===== config.mk =====
export PLATFORM = sky130hd
export DESIGN_NAME = seg_scan_ctrl_flat
export DESIGN_NICKNAME = d
export VERILOG_FILES = /design/src/rtl/seg_pkg.sv /design/src/rtl/seg_scan_ctrl_if.sv /design/src/rtl/seg_tick_gen.sv /design/src/rtl/seg_scan_ctrl.sv /design/src/flat_wrapper.sv
export SDC_FILE = /design/constraint.sdc
export NUM_CORES = 1
export LEC_CHECK = 0
export CORE_MARGIN = 5
export CORE_UTILIZATION = 35
export DETAILED_ROUTE_END_ITERATION = 8
export SLEW_MARGIN = 20
export SYNTH_ARGS = -nofsm -noshare
export SYNTH_HDL_FRONTEND = slang
export SYNTH_SLANG_ARGS = --single-unit

===== constraint.sdc =====
create_clock -name CLK -period 5.89 [get_ports CLK]
set_input_delay 1.178 -clock CLK [delete_from_list [all_inputs] [get_ports CLK]]
set_output_delay 1.178 -clock CLK [all_outputs]
set_load 0.03 [all_outputs]

===== src/rtl/seg_pkg.sv =====
// Shared definitions for the seven-segment display blocks.
package seg_pkg;

    localparam int unsigned NUM_DIGITS = 4;
    localparam logic [NUM_DIGITS-1:0] ANODE_OFF = 4'b1111;

    typedef enum logic [1:0] {
        SLOT0 = 2'd0,
        SLOT1 = 2'd1,
        SLOT2 = 2'd2,
        SLOT3 = 2'd3
    } slot_t;

    // Active-low one-hot anode pattern for a digit index.
    function automatic logic [NUM_DIGITS-1:0] onehot_low(input logic [1:0] idx);
        return ~(4'b0001 << idx);
    endfunction

endpackage


===== src/rtl/seg_scan_ctrl_if.sv =====
// Load/display bundle between the CPU/debug side and the scan controller.
interface seg_scan_ctrl_if;
    logic [15:0] value;
    logic [3:0]  dp_in;
    logic        load;
    logic        blank_lz;
    logic [3:0]  anode;
    logic [3:0]  digit;
    logic        dp;
    logic        frame_done;

    modport master (
        output value, dp_in, load, blank_lz,
        input  anode, digit, dp, frame_done
    );

    modport slave (
        input  value, dp_in, load, blank_lz,
        output anode, digit, dp, frame_done
    );
endinterface


===== src/rtl/seg_tick_gen.sv =====
// Free-running prescaler: one-cycle tick every REFRESH_DIV clocks.
module seg_tick_gen #(
    parameter int unsigned REFRESH_DIV = 100000
) (
    input  logic CLK,
    input  logic Reset,
    output logic tick
);
    localparam int unsigned W = (REFRESH_DIV > 1) ? $clog2(REFRESH_DIV) : 1;
    localparam logic [W-1:0] LAST = W'(REFRESH_DIV - 1);

    logic [W-1:0] div_cnt;

    always_ff @(posedge CLK) begin
        if (Reset || tick)
            div_cnt <= '0;
        else
            div_cnt <= div_cnt + 1'b1;
    end

    assign tick = (div_cnt == LAST);

endmodule


===== src/rtl/seg_scan_ctrl.sv =====
// Four-digit multiplexed seven-segment scan controller with frame-synchronous
// value updates, leading-zero blanking and per-digit decimal points.
module seg_scan_ctrl
    import seg_pkg::*;
#(
    parameter int unsigned REFRESH_DIV = 100000
) (
    input  logic           CLK,
    input  logic           Reset,
    seg_scan_ctrl_if.slave bus
);
    logic        tick;
    logic        boundary;
    slot_t       slot, slot_nxt;
    logic [15:0] shown, shown_nxt, pend;
    logic [3:0]  shown_dp, shown_dp_nxt, pend_dp;
    logic        pending;
    logic [3:0]  anode_nxt, digit_nxt;
    logic        dp_nxt;
    logic        nonzero_lead;

    seg_tick_gen #(.REFRESH_DIV(REFRESH_DIV)) u_tick (
        .CLK   (CLK),
        .Reset (Reset),
        .tick  (tick)
    );

    always_ff @(posedge CLK) begin
        if (Reset)
            slot <= SLOT3;
        else
            slot <= slot_nxt;
    end

    always_comb begin
        slot_nxt = slot;
        if (tick) begin
            case (slot)
                SLOT0:   slot_nxt = SLOT1;
                SLOT1:   slot_nxt = SLOT2;
                SLOT2:   slot_nxt = SLOT3;
                default: slot_nxt = SLOT0;
            endcase
        end
    end

    assign boundary = tick && (slot_nxt == SLOT0);

    // Selection looks at the post-boundary value so digit 0 of a new frame
    // already shows a freshly applied load.
    always_comb begin
        shown_nxt    = shown;
        shown_dp_nxt = shown_dp;
        if (boundary && pending) begin
            shown_nxt    = pend;
            shown_dp_nxt = pend_dp;
        end
        nonzero_lead = 1'b0;
        for (int unsigned j = 0; j < NUM_DIGITS; j++) begin
            if (j >= int'(slot_nxt) && shown_nxt[4*j +: 4] != 4'h0)
                nonzero_lead = 1'b1;
        end
        digit_nxt = shown_nxt[{slot_nxt, 2'b00} +: 4];
        dp_nxt    = ~shown_dp_nxt[slot_nxt];
        if (bus.blank_lz && slot_nxt != SLOT0 && !nonzero_lead)
            anode_nxt = ANODE_OFF;
        else
            anode_nxt = onehot_low(slot_nxt);
    end

    always_ff @(posedge CLK) begin
        if (Reset) begin
            shown          <= '0;
            shown_dp       <= '0;
            pend           <= '0;
            pend_dp        <= '0;
            pending        <= 1'b0;
            bus.anode      <= ANODE_OFF;
            bus.digit      <= '0;
            bus.dp         <= 1'b1;
            bus.frame_done <= 1'b0;
        end else begin
            shown    <= shown_nxt;
            shown_dp <= shown_dp_nxt;
            // A load coincident with the boundary stays pending for the next frame.
            if (bus.load) begin
                pend    <= bus.value;
                pend_dp <= bus.dp_in;
                pending <= 1'b1;
            end else if (boundary) begin
                pending <= 1'b0;
            end
            if (tick) begin
                bus.anode <= anode_nxt;
                bus.digit <= digit_nxt;
                bus.dp    <= dp_nxt;
            end
            bus.frame_done <= boundary;
        end
    end

endmodule


===== src/flat_wrapper.sv =====
// flat-port wrapper written by rule: the top's interface ports become plain ports
module seg_scan_ctrl_flat import seg_pkg::*;
#(
    parameter int unsigned REFRESH_DIV = 100000
)
  (CLK, Reset, bus_value, bus_dp_in, bus_load, bus_blank_lz, bus_anode, bus_digit, bus_dp, bus_frame_done);
  seg_scan_ctrl_if bus_i ();
  input  logic CLK;
  input  logic Reset;
  input wire logic [$bits(bus_i.value)-1:0] bus_value;
  input wire logic [$bits(bus_i.dp_in)-1:0] bus_dp_in;
  input wire logic [$bits(bus_i.load)-1:0] bus_load;
  input wire logic [$bits(bus_i.blank_lz)-1:0] bus_blank_lz;
  output wire logic [$bits(bus_i.anode)-1:0] bus_anode;
  output wire logic [$bits(bus_i.digit)-1:0] bus_digit;
  output wire logic [$bits(bus_i.dp)-1:0] bus_dp;
  output wire logic [$bits(bus_i.frame_done)-1:0] bus_frame_done;
  assign bus_i.value = bus_value;
  assign bus_i.dp_in = bus_dp_in;
  assign bus_i.load = bus_load;
  assign bus_i.blank_lz = bus_blank_lz;
  assign bus_anode = bus_i.anode;
  assign bus_digit = bus_i.digit;
  assign bus_dp = bus_i.dp;
  assign bus_frame_done = bus_i.frame_done;
  seg_scan_ctrl #(.REFRESH_DIV(REFRESH_DIV)) u_core (.CLK(CLK), .Reset(Reset), .bus(bus_i));
endmodule

==> flow_summary.ini, run 1 <==
[drt]
wire_per_inst_um = 14.1
dr.pass1.iters = 4
detailedRoute.firstIterationViolations = 60
route.vias.total = 2291
routed_via_density = 4.97
ant_nets = 0
wire_length_after_detailed_routing_um = 6490
route.detailed.drc = 0

[logic_synthesis]
post_synth_fa_ha_maj_area_fraction = 0.0161
synth_nets = 347
synth_commonest_cells = 70 x sky130_fd_sc_hd__dfxtp_1, 65 x sky130_fd_sc_hd__nor2_1, 36 x sky130_fd_sc_hd__mux2i_1, 14 x sky130_fd_sc_hd__nand2_1, 9 x sky130_fd_sc_hd__a21oi_1
synth_area_mm2 = 0.00310
synth_largest_area_cell = sky130_fd_sc_hd__dfxtp_1
yosys-top-cells-area = sky130_fd_sc_hd__dfxtp_1 45%, sky130_fd_sc_hd__mux2i_1 12%, sky130_fd_sc_hd__nor2_1 7.9%, sky130_fd_sc_hd__mux2_2 2.5%, sky130_fd_sc_hd__xor2_1 2.0%
synth.ff_latch_count = 70
yosysWarnings = 0
synthesis.instances = 319
post_synth_and_or_nand_nor_area_fraction = 0.226
area_share_of_xor_xnor_cells_in_the_synthesized_design = 0.0339
yosys-mux-area-fraction = 0.157
combinational_family_with_the_most_area_after_synthesis = simple AND/OR/NAND/NOR gates
predominant_post_synthesis_flop_cell = sky130_fd_sc_hd__dfxtp_1
synth_area_per_cell_um2 = 9.72
synth_edf_count = 0
synthArstFlopShare = 0
synth.top_cell.area_share = 0.452
synth_compound_gate_area_share = 0.0783
post-synth-top-count-cell = sky130_fd_sc_hd__dfxtp_1
synth_seq_area_share = 0.452
yosysUniqueCellTypes = 51

[global_routing]
first_pass_grt_wire_length_um = 11100
grt_pass1_vias = 2267
grt_max_degree = 54
antenna_found_initial = 0
grt_overflow = 0
global_route.usage.total = 0.125

[clocking]
clock-root-buffer = sky130_fd_sc_hd__clkbuf_8
clk_pin_slew_worst_paths_ns = 0.07
post_cts.resized_instances = 0
clock_sink_count = 70
post-cts-setup-buffer-count = 0
h-tree-depth = 3
cts_made_buffers = 9
cts_tree = built
cts_max_path_buffers = 2
worst_skew_pair.late_latency_ns = 0.35
cts_hold_repair.buffers = 0

[layout]
final_net_count = 376
final_core_util = 0.429
num_antenna_cells = 0
areaGrowthSynthToFinish_pct = 20.1
drive_above_1_share = 0.142

[floorplan]
std_cell_rows = 34
die_width_um = 104
initial_utilization = 0.357
core_region_area_mm2 = 0.00868
die_h_um = 104
floorplan.io_pins = 34
die-area_mm2 = 0.0108

[setup_path]
end_kind = flop
cp.required_ns = 6.09
path_class = flop to flop
critical_path_peak_fanout = 22
cp_slowest_cell = sky130_fd_sc_hd__nor2_4
cp_slowest_stage_delay_ns = 0.66
worst_ep_arrival_time_ns = 3.28
start_kind = flop
worstPathCellList = inv_1 > ha_1 > o21bai_1 > nand3_1 > nor2_4 > mux2_2 > a221oi_2 > nor3_2
reg2reg_slack_ns = 2.81

[sta]
final_max_tran_viols = 0
worst_slew_margin_rel = 0.336
setup_viol_count_final = 0
clock.fmax_mhz = 324
worst_pin_slew_ns = 0.995
rsz_0062_raised_after_global_routing = false
fin_skew_ns = 0.00743
timing_hold_violations_final = 0
tns_ns = 0
final_min_period_over_clock_period = 0.524
final.min_clock_period_ns = 3.08

[placement]
dpl.hpwl_um = 4590
gp_congestion = 0.794
port_buffers = 33

[power_and_ir_drop]
max-vdd-ir-drop_uv = 145
pwr_dens_mw_per_mm2 = 271
power.static_leakage_uw = 0.00145

[min_path]
worst_hold_path_type = flop to flop

[flow_run]
maxCapViolCount = 0

[status]
status = finished clean
## metrics by stage
stage	cells	total power, uW	setup slack, ns	hold WS, ns	cell area [um2]
finish	461	1010	2.81	0.472	3730
global placement	445	553	2.81	0.449	3480
global route	461	1050	2.58	0.496	3730
detailed placement	445	554	2.75	0.463	3480
CTS	461	1020	2.82	0.480	3730
floorplan	319	530	3.72	0.430	3100
## critical path: cells and delay by family, from the launching register on
family | cells | cell delay [ns]
AO/OA/AOI/OAI | 2 | 0.85
adder cells (fa/ha/maj) | 1 | 0.18
buffers and inverters | 1 | 0.09
flip-flops | 1 | 0.40
multiplexers | 1 | 0.43
AND/OR/NAND/NOR | 3 | 0.97
## power by group
| group | internal [uW] | total (uW) | leakage (uW) | switching (uW) |
|---|---|---|---|---|
| Combinational | 26.9 | 49.3 | 0.000758 | 22.4 |
| Sequential | 484 | 493 | 0.000569 | 9.17 |
| Clock | 292 | 468 | 0.000126 | 176 |
| Total | 802 | 1010 | 0.00145 | 208 |
## path summary, 6_finish.rpt
kind / from / end / cells after the start
setup reg to reg: u_core.slot[1] / u_core.bus.digit[0] / 8
setup / recovery: u_core.slot[1] / u_core.bus.digit[0] / 8
hold reg to reg: u_core.u_tick.div_cnt[0] / u_core.u_tick.div_cnt[0] / 1
hold / removal: u_core.u_tick.div_cnt[0] / u_core.u_tick.div_cnt[0] / 1
## final cells by class
class                           instances  area, um2
Fill cell                             873       4950
Multi-Input combinational cell        227       1590
Sequential cell                        70       1400
Timing Repair Buffer                   34        333
Clock buffer                           10        138
Tap cell                              108        135
Clock inverter                          6        109
Inverter                                6       22.5
## layer usage
metal  global-route usage  wire length [um]
met1                0.159              3120
met2                0.193              2990
met3               0.0459               294
met4               0.0453                95
met5                    0                 0
## cells by family after synthesis
group	after synthesis
simple gates	132
mux	47
fa+ha+maj	4
compound gates	32
flops	70
buf+inv	22
xor+xnor	12
## state kept, by name (all words and copies together), names as in the netlist
register               count
u_core.shown_dp            4
u_core.pending             1
u_core.bus.frame_done      1
u_core.bus.anode           4
u_core.pend_dp             4
u_core.bus.dp              1
u_core.pend               16
u_core.slot                2
u_core.shown              16
u_core.u_tick.div_cnt     17
u_core.bus.digit           4
## placed cells by master, fill, tap and decap left out, types with 2 or more instances in the layout
master,Yosys,routed
sky130_fd_sc_hd__mux2_1,3,3
sky130_fd_sc_hd__ha_1,4,4
sky130_fd_sc_hd__a211o_2,2,2
sky130_fd_sc_hd__nor2b_1,7,7
sky130_fd_sc_hd__nor3_2,4,4
sky130_fd_sc_hd__nand4_2,2,2
sky130_fd_sc_hd__or3_1,4,4
sky130_fd_sc_hd__a221oi_2,3,3
sky130_fd_sc_hd__clkbuf_8,0,10
sky130_fd_sc_hd__a221o_1,2,2
sky130_fd_sc_hd__nand4_1,3,3
sky130_fd_sc_hd__o21ai_0,8,8
sky130_fd_sc_hd__bufinv_16,0,3
sky130_fd_sc_hd__dfxtp_1,70,70
sky130_fd_sc_hd__xor2_1,7,7
sky130_fd_sc_hd__and3_1,3,3
sky130_fd_sc_hd__nor2_1,65,65
sky130_fd_sc_hd__clkinv_2,0,2
sky130_fd_sc_hd__nand2_1,14,14
sky130_fd_sc_hd__inv_1,6,6
sky130_fd_sc_hd__a21oi_1,9,9
sky130_fd_sc_hd__xnor2_1,5,5
sky130_fd_sc_hd__nand2b_1,2,2
sky130_fd_sc_hd__mux2i_1,36,36
sky130_fd_sc_hd__mux2_2,7,7
sky130_fd_sc_hd__nor4_1,6,6
sky130_fd_sc_hd__clkdlybuf4s50_1,0,32
sky130_fd_sc_hd__and2_2,2,2
sky130_fd_sc_hd__nand3_1,8,8
Note: power is estimated with default switching activity, not from simulation.
==> run 2, diff against run 1 <==
- clock period: 5.89 -> 2.6 ns (I/O delays scaled with it)
==> flow_summary.ini, run 2 (synthesis results as in run 1) <==
[status]
status = finished clean

[clocking]
cts_tree = built
h-tree-depth = 3
clock-root-buffer = sky130_fd_sc_hd__clkbuf_8
post-cts-setup-buffer-count = 0
post_cts.resized_instances = 0
cts_max_path_buffers = 2
clock_sink_count = 70
worst_skew_pair.late_latency_ns = 0.35
cts_hold_repair.buffers = 0
clk_pin_slew_worst_paths_ns = 0.08
cts_made_buffers = 9

[power_and_ir_drop]
share_of_total_power_in_combinational_logic = 0.053
max-vdd-ir-drop_uv = 292
pwr_dens_mw_per_mm2 = 568
power.static_leakage_uw = 0.00146
power_switching_uw = 494
internal_power_uw = 1630
power_share_of_the_clock_group = 0.422
post_route_total_power_uw = 2120
switching_share = 0.232
p_seq_frac = 0.525

[drt]
route.vias.total = 2304
route.detailed.drc = 0
detailedRoute.firstIterationViolations = 132
ant_nets = 0
routed_via_density = 4.92
wire_length_after_detailed_routing_um = 6520
dr.pass1.iters = 4
wire_per_inst_um = 13.9

[sta]
final_max_tran_viols = 0
worst_pin_slew_ns = 0.583
rsz_0062_raised_after_global_routing = false
setup_viol_count_final = 0
tns_ns = 0
worst_slew_margin_rel = 0.612
final_min_period_over_clock_period = 0.926
clock.fmax_mhz = 415
fin_skew_ns = 0.0116
final.min_clock_period_ns = 2.41
timing_hold_violations_final = 0

[global_routing]
globalRouteMet2Util = 0.196
antenna_found_initial = 0
grt_overflow = 0
grt_pass1_vias = 2285
first_pass_grt_wire_length_um = 11100
globalRouteMet3Util = 0.0472
grt_busiest_layer = met2
grt_max_degree = 32
global_route.usage.total = 0.126
groute.layer.met1.usage = 0.162

[floorplan]
initial_utilization = 0.357
core_region_area_mm2 = 0.00868
std_cell_rows = 34
die-area_mm2 = 0.0108
die_width_um = 104
die_h_um = 104
floorplan.io_pins = 34

[layout]
register_cell_area_after_layout_mm2 = 0.00140
fillers = 857
multi_input_comb_area_mm2 = 0.00159
mostFrequentLayoutCells = 70 x sky130_fd_sc_hd__dfxtp_1, 65 x sky130_fd_sc_hd__nor2_1, 36 x sky130_fd_sc_hd__mux2i_1
num_antenna_cells = 0
final_net_count = 383
layout.cells.most_common = sky130_fd_sc_hd__dfxtp_1
largest_register_ff_count = 17
areaGrowthSynthToFinish_pct = 20.5
layout.cells.non_filler = 468
drive_above_1_share = 0.158
top_reg_by_flops = u_core.u_tick.div_cnt
largestRegisters = u_core.u_tick.div_cnt (17), u_core.pend (16), u_core.shown (16)
postLayoutCellArea_mm2 = 0.00374

[setup_path]
cp.buffers_inverters = 3
critical_path_peak_fanout = 8
reg2reg_slack_ns = 0.19
path_delay_family = simple AND/OR/NAND/NOR gates
cp_slowest_stage_delay_ns = 0.37
most_frequent_cell_on_the_critical_path = sky130_fd_sc_hd__inv_1
crit-reg2reg-launch = u_core.slot[0]
end_kind = flop
cp.required_ns = 2.83
worst_ep_arrival_time_ns = 2.63
path_class = flop to flop
cp_slowest_cell = sky130_fd_sc_hd__dfxtp_1
r2r.worst_path.cells = 9
timing.rr.end = u_core.bus.digit[0]
start_kind = flop
worstPathCellList = inv_1 > ha_1 > inv_1 > nand3_1 > nor2_4 > buf_4 > mux2_4 > a221oi_2 > nor3_2

[min_path]
whs_endpoint = u_core.u_tick.div_cnt[0]
hold_depth = 1
worst_hold_path_type = flop to flop
min-delay-start = u_core.u_tick.div_cnt[0]

[placement]
numPlacedInstances = 452
dpl_cell_area_mm2 = 0.00353
gp_congestion = 0.748
port_buffers = 33
dpl.hpwl_um = 4730

[flow_run]
maxCapViolCount = 0
==> run 2: changes by cell type in the layout (fill, tap and decap cells not counted) <==
cell	previous run	this run
sky130_fd_sc_hd__inv_6	0	1
sky130_fd_sc_hd__clkinvlp_4	0	1
sky130_fd_sc_hd__clkinv_4	1	2
sky130_fd_sc_hd__bufinv_16	3	1
sky130_fd_sc_hd__clkinv_2	2	1
sky130_fd_sc_hd__buf_4	1	8
==> run 2: power groups by stage <==
stage          clock [uW]  sequential [uW]  combinational [uW]
2_1_floorplan           0             1130                69.6
3_3_place_gp            0             1140                 114
3_5_place_dp            0             1140                 115
4_1_cts               930             1120                 116
5_1_grt               989             1120                 125
6_report              896             1120                 113
==> run 2: area by class of cell <==
type                       count  share of cell area
multi-input combinational    227               0.425
sequential                    70               0.375
timing repair buffer          41               0.103
clock buffer                  10              0.0368
tap                          108              0.0361
clock inverter                 6              0.0184
inverter                       6             0.00602
==> run 2: metal layers <==
| layer | share of wire | routed length, um |
|---|---|---|
| met1 | 0.48 | 3130 |
| met5 | 0 | 0 |
| met4 | 0.012 | 78 |
| met2 | 0.46 | 3010 |
| met3 | 0.046 | 298 |
==> run 2: stage by stage <==
step	hold WS (ns)	util	setup slack, ns
finish	0.474	0.431	0.192
global placement	0.444	0.407	0.260
CTS	0.485	0.431	0.189
floorplan	0.430	-	0.471
global route	0.501	0.431	0.00885
detailed placement	0.457	0.407	0.189
==> run 2: worst max path at each step <==
stage,from,to,slack (ns),cells past startpoint
2_1_floorplan,u_core.slot[0],u_core.bus.digit[1],0.47,9
3_3_place_gp,u_core.slot[0],u_core.bus.digit[0],0.26,9
3_5_place_dp,u_core.slot[0],u_core.bus.digit[0],0.19,9
4_1_cts,u_core.slot[0],u_core.bus.digit[0],0.19,9
5_1_grt,u_core.slot[1],u_core.bus.digit[0],0.009,9
6_report,u_core.slot[0],u_core.bus.digit[0],0.19,9
==> run 3, diff against run 2 <==
- CORE_UTILIZATION: 35 -> 40
==> flow_summary.ini, run 3 (synthesis results as in run 1) <==
[floorplan]
die_width_um = 98.1
floorplan.io_pins = 34
core_region_area_mm2 = 0.00765
die_h_um = 98.1
std_cell_rows = 32
initial_utilization = 0.406
die-area_mm2 = 0.00962

[drt]
routed_via_density = 5.00
wire_length_after_detailed_routing_um = 6600
wire_per_inst_um = 14.3
ant_nets = 0
dr.pass1.iters = 4
detailedRoute.firstIterationViolations = 50
route.vias.total = 2305
route.detailed.drc = 0

[setup_path]
reg2reg_slack_ns = 0.25
endpoint = u_core.bus.digit[2]
timing.critical_path.depth = 8
end_kind = flop
worstPathCellList = inv_1 > ha_1 > inv_1 > nand3_1 > nor2_4 > mux2_2 > a221oi_2 > nor3_2
path_delay_family = simple AND/OR/NAND/NOR gates
most_frequent_cell_on_the_critical_path = sky130_fd_sc_hd__inv_1
cp.buffers_inverters = 2
r2r.worst_path.cells = 8
critical_path_peak_fanout = 9
cp.required_ns = 2.82
start_kind = flop
timing.rr.end = u_core.bus.digit[2]
crit-reg2reg-launch = u_core.slot[0]
timing.critical_path.from = u_core.slot[0]
cp_slowest_stage_delay_ns = 0.40
cp_slowest_cell = sky130_fd_sc_hd__mux2_2
worst_ep_arrival_time_ns = 2.57
path_class = flop to flop

[sta]
tns_ns = 0
final_min_period_over_clock_period = 0.905
clock.fmax_mhz = 425
timing_hold_violations_final = 0
final_max_tran_viols = 0
final.min_clock_period_ns = 2.35
setup_viol_count_final = 0
worst_pin_slew_ns = 0.605
rsz_0062_raised_after_global_routing = false
worst_slew_margin_rel = 0.595
fin_skew_ns = 0.00541

[clocking]
clock-root-buffer = sky130_fd_sc_hd__clkbuf_8
h-tree-depth = 3
cts_tree = built
worst_skew_pair.late_latency_ns = 0.33
post_cts.resized_instances = 0
cts_max_path_buffers = 2
cts_hold_repair.buffers = 0
post-cts-setup-buffer-count = 0
cts_made_buffers = 9
clock_sink_count = 70
clk_pin_slew_worst_paths_ns = 0.07

[power_and_ir_drop]
power.static_leakage_uw = 0.00146
power_share_of_the_clock_group = 0.386
power_switching_uw = 436
max-vdd-ir-drop_uv = 361
share_of_total_power_in_combinational_logic = 0.059
p_seq_frac = 0.555
pwr_dens_mw_per_mm2 = 542
post_route_total_power_uw = 2010
switching_share = 0.217
internal_power_uw = 1570

[placement]
port_buffers = 33
dpl.hpwl_um = 4840
dpl_cell_area_mm2 = 0.00353
gp_congestion = 0.804

[layout]
register_cell_area_after_layout_mm2 = 0.00140
postLayoutCellArea_mm2 = 0.00371
largestRegisters = u_core.u_tick.div_cnt (17), u_core.pend (16), u_core.shown (16)
largest_register_ff_count = 17
multi_input_comb_area_mm2 = 0.00159
fillers = 743
drive_above_1_share = 0.153
layout.cells.most_common = sky130_fd_sc_hd__dfxtp_1
mostFrequentLayoutCells = 70 x sky130_fd_sc_hd__dfxtp_1, 65 x sky130_fd_sc_hd__nor2_1, 36 x sky130_fd_sc_hd__mux2i_1
areaGrowthSynthToFinish_pct = 19.5
top_reg_by_flops = u_core.u_tick.div_cnt
num_antenna_cells = 0
final_net_count = 384

[global_routing]
grt_overflow = 0
antenna_found_initial = 0
first_pass_grt_wire_length_um = 11400
grt_pass1_vias = 2333
grt_max_degree = 23
global_route.usage.total = 0.147

[status]
status = finished clean

[flow_run]
maxCapViolCount = 0

[min_path]
worst_hold_path_type = flop to flop
## run 3: changes by cell type in the layout (fill, tap and decap cells not counted), sizes merged
cell and change:
clkinvlp -1, clkinv -2, bufinv -1, inv -1, clkbuf +3, buf +1
## run 3: area by class of cell
class,instances,share of cell area
inverters,6,0.00608
clock buffers,13,0.0456
repair buffers,42,0.106
flip-flops and latches,70,0.378
multi-input cells,227,0.428
clock inverters,1,0.00135
well taps,102,0.0344
## run 3: worst min-delay path by stage
stage | startpoint | depth (start not counted) | to | slack (ns)
final | u_core.u_tick.div_cnt[0] | 1 | u_core.u_tick.div_cnt[0] | 0.47
after global routing | u_core.u_tick.div_cnt[0] | 1 | u_core.u_tick.div_cnt[0] | 0.51
after CTS | u_core.bus.anode[0] | 2 | u_core.bus.anode[0] | 0.47
after detailed placement | u_core.bus.anode[0] | 2 | u_core.bus.anode[0] | 0.46
after global placement | u_core.u_tick.div_cnt[0] | 1 | u_core.u_tick.div_cnt[0] | 0.45
after floorplan | u_core.u_tick.div_cnt[0] | 1 | u_core.u_tick.div_cnt[0] | 0.43
## run 3: per-stage QoR
step | utilization | cells | hold WS (ns) | worst slack [ns]
4_1_cts | 0.485 | 461 | 0.475 | 0.255
2_1_floorplan | - | 319 | 0.430 | 0.471
3_3_place_gp | 0.462 | 447 | 0.446 | 0.366
5_1_grt | 0.485 | 461 | 0.514 | 0.0986
6_report | 0.485 | 461 | 0.467 | 0.247
3_5_place_dp | 0.462 | 447 | 0.461 | 0.283
## run 3: power by group through the flow
| stage | Clock, uW | Combinational [uW] | Sequential [uW] |
|---|---|---|---|
| after global placement | 0 | 120 | 1140 |
| final | 775 | 120 | 1120 |
| after floorplan | 0 | 69.6 | 1130 |
| after CTS | 804 | 122 | 1110 |
| after global routing | 855 | 133 | 1120 |
| after detailed placement | 0 | 121 | 1140 |
## run 3: metal layers
layer	part of all wire	global-route usage
met2	0.47	0.236
met1	0.49	0.183
met5	0	0
met3	0.028	0.0464
met4	0.014	0.0575
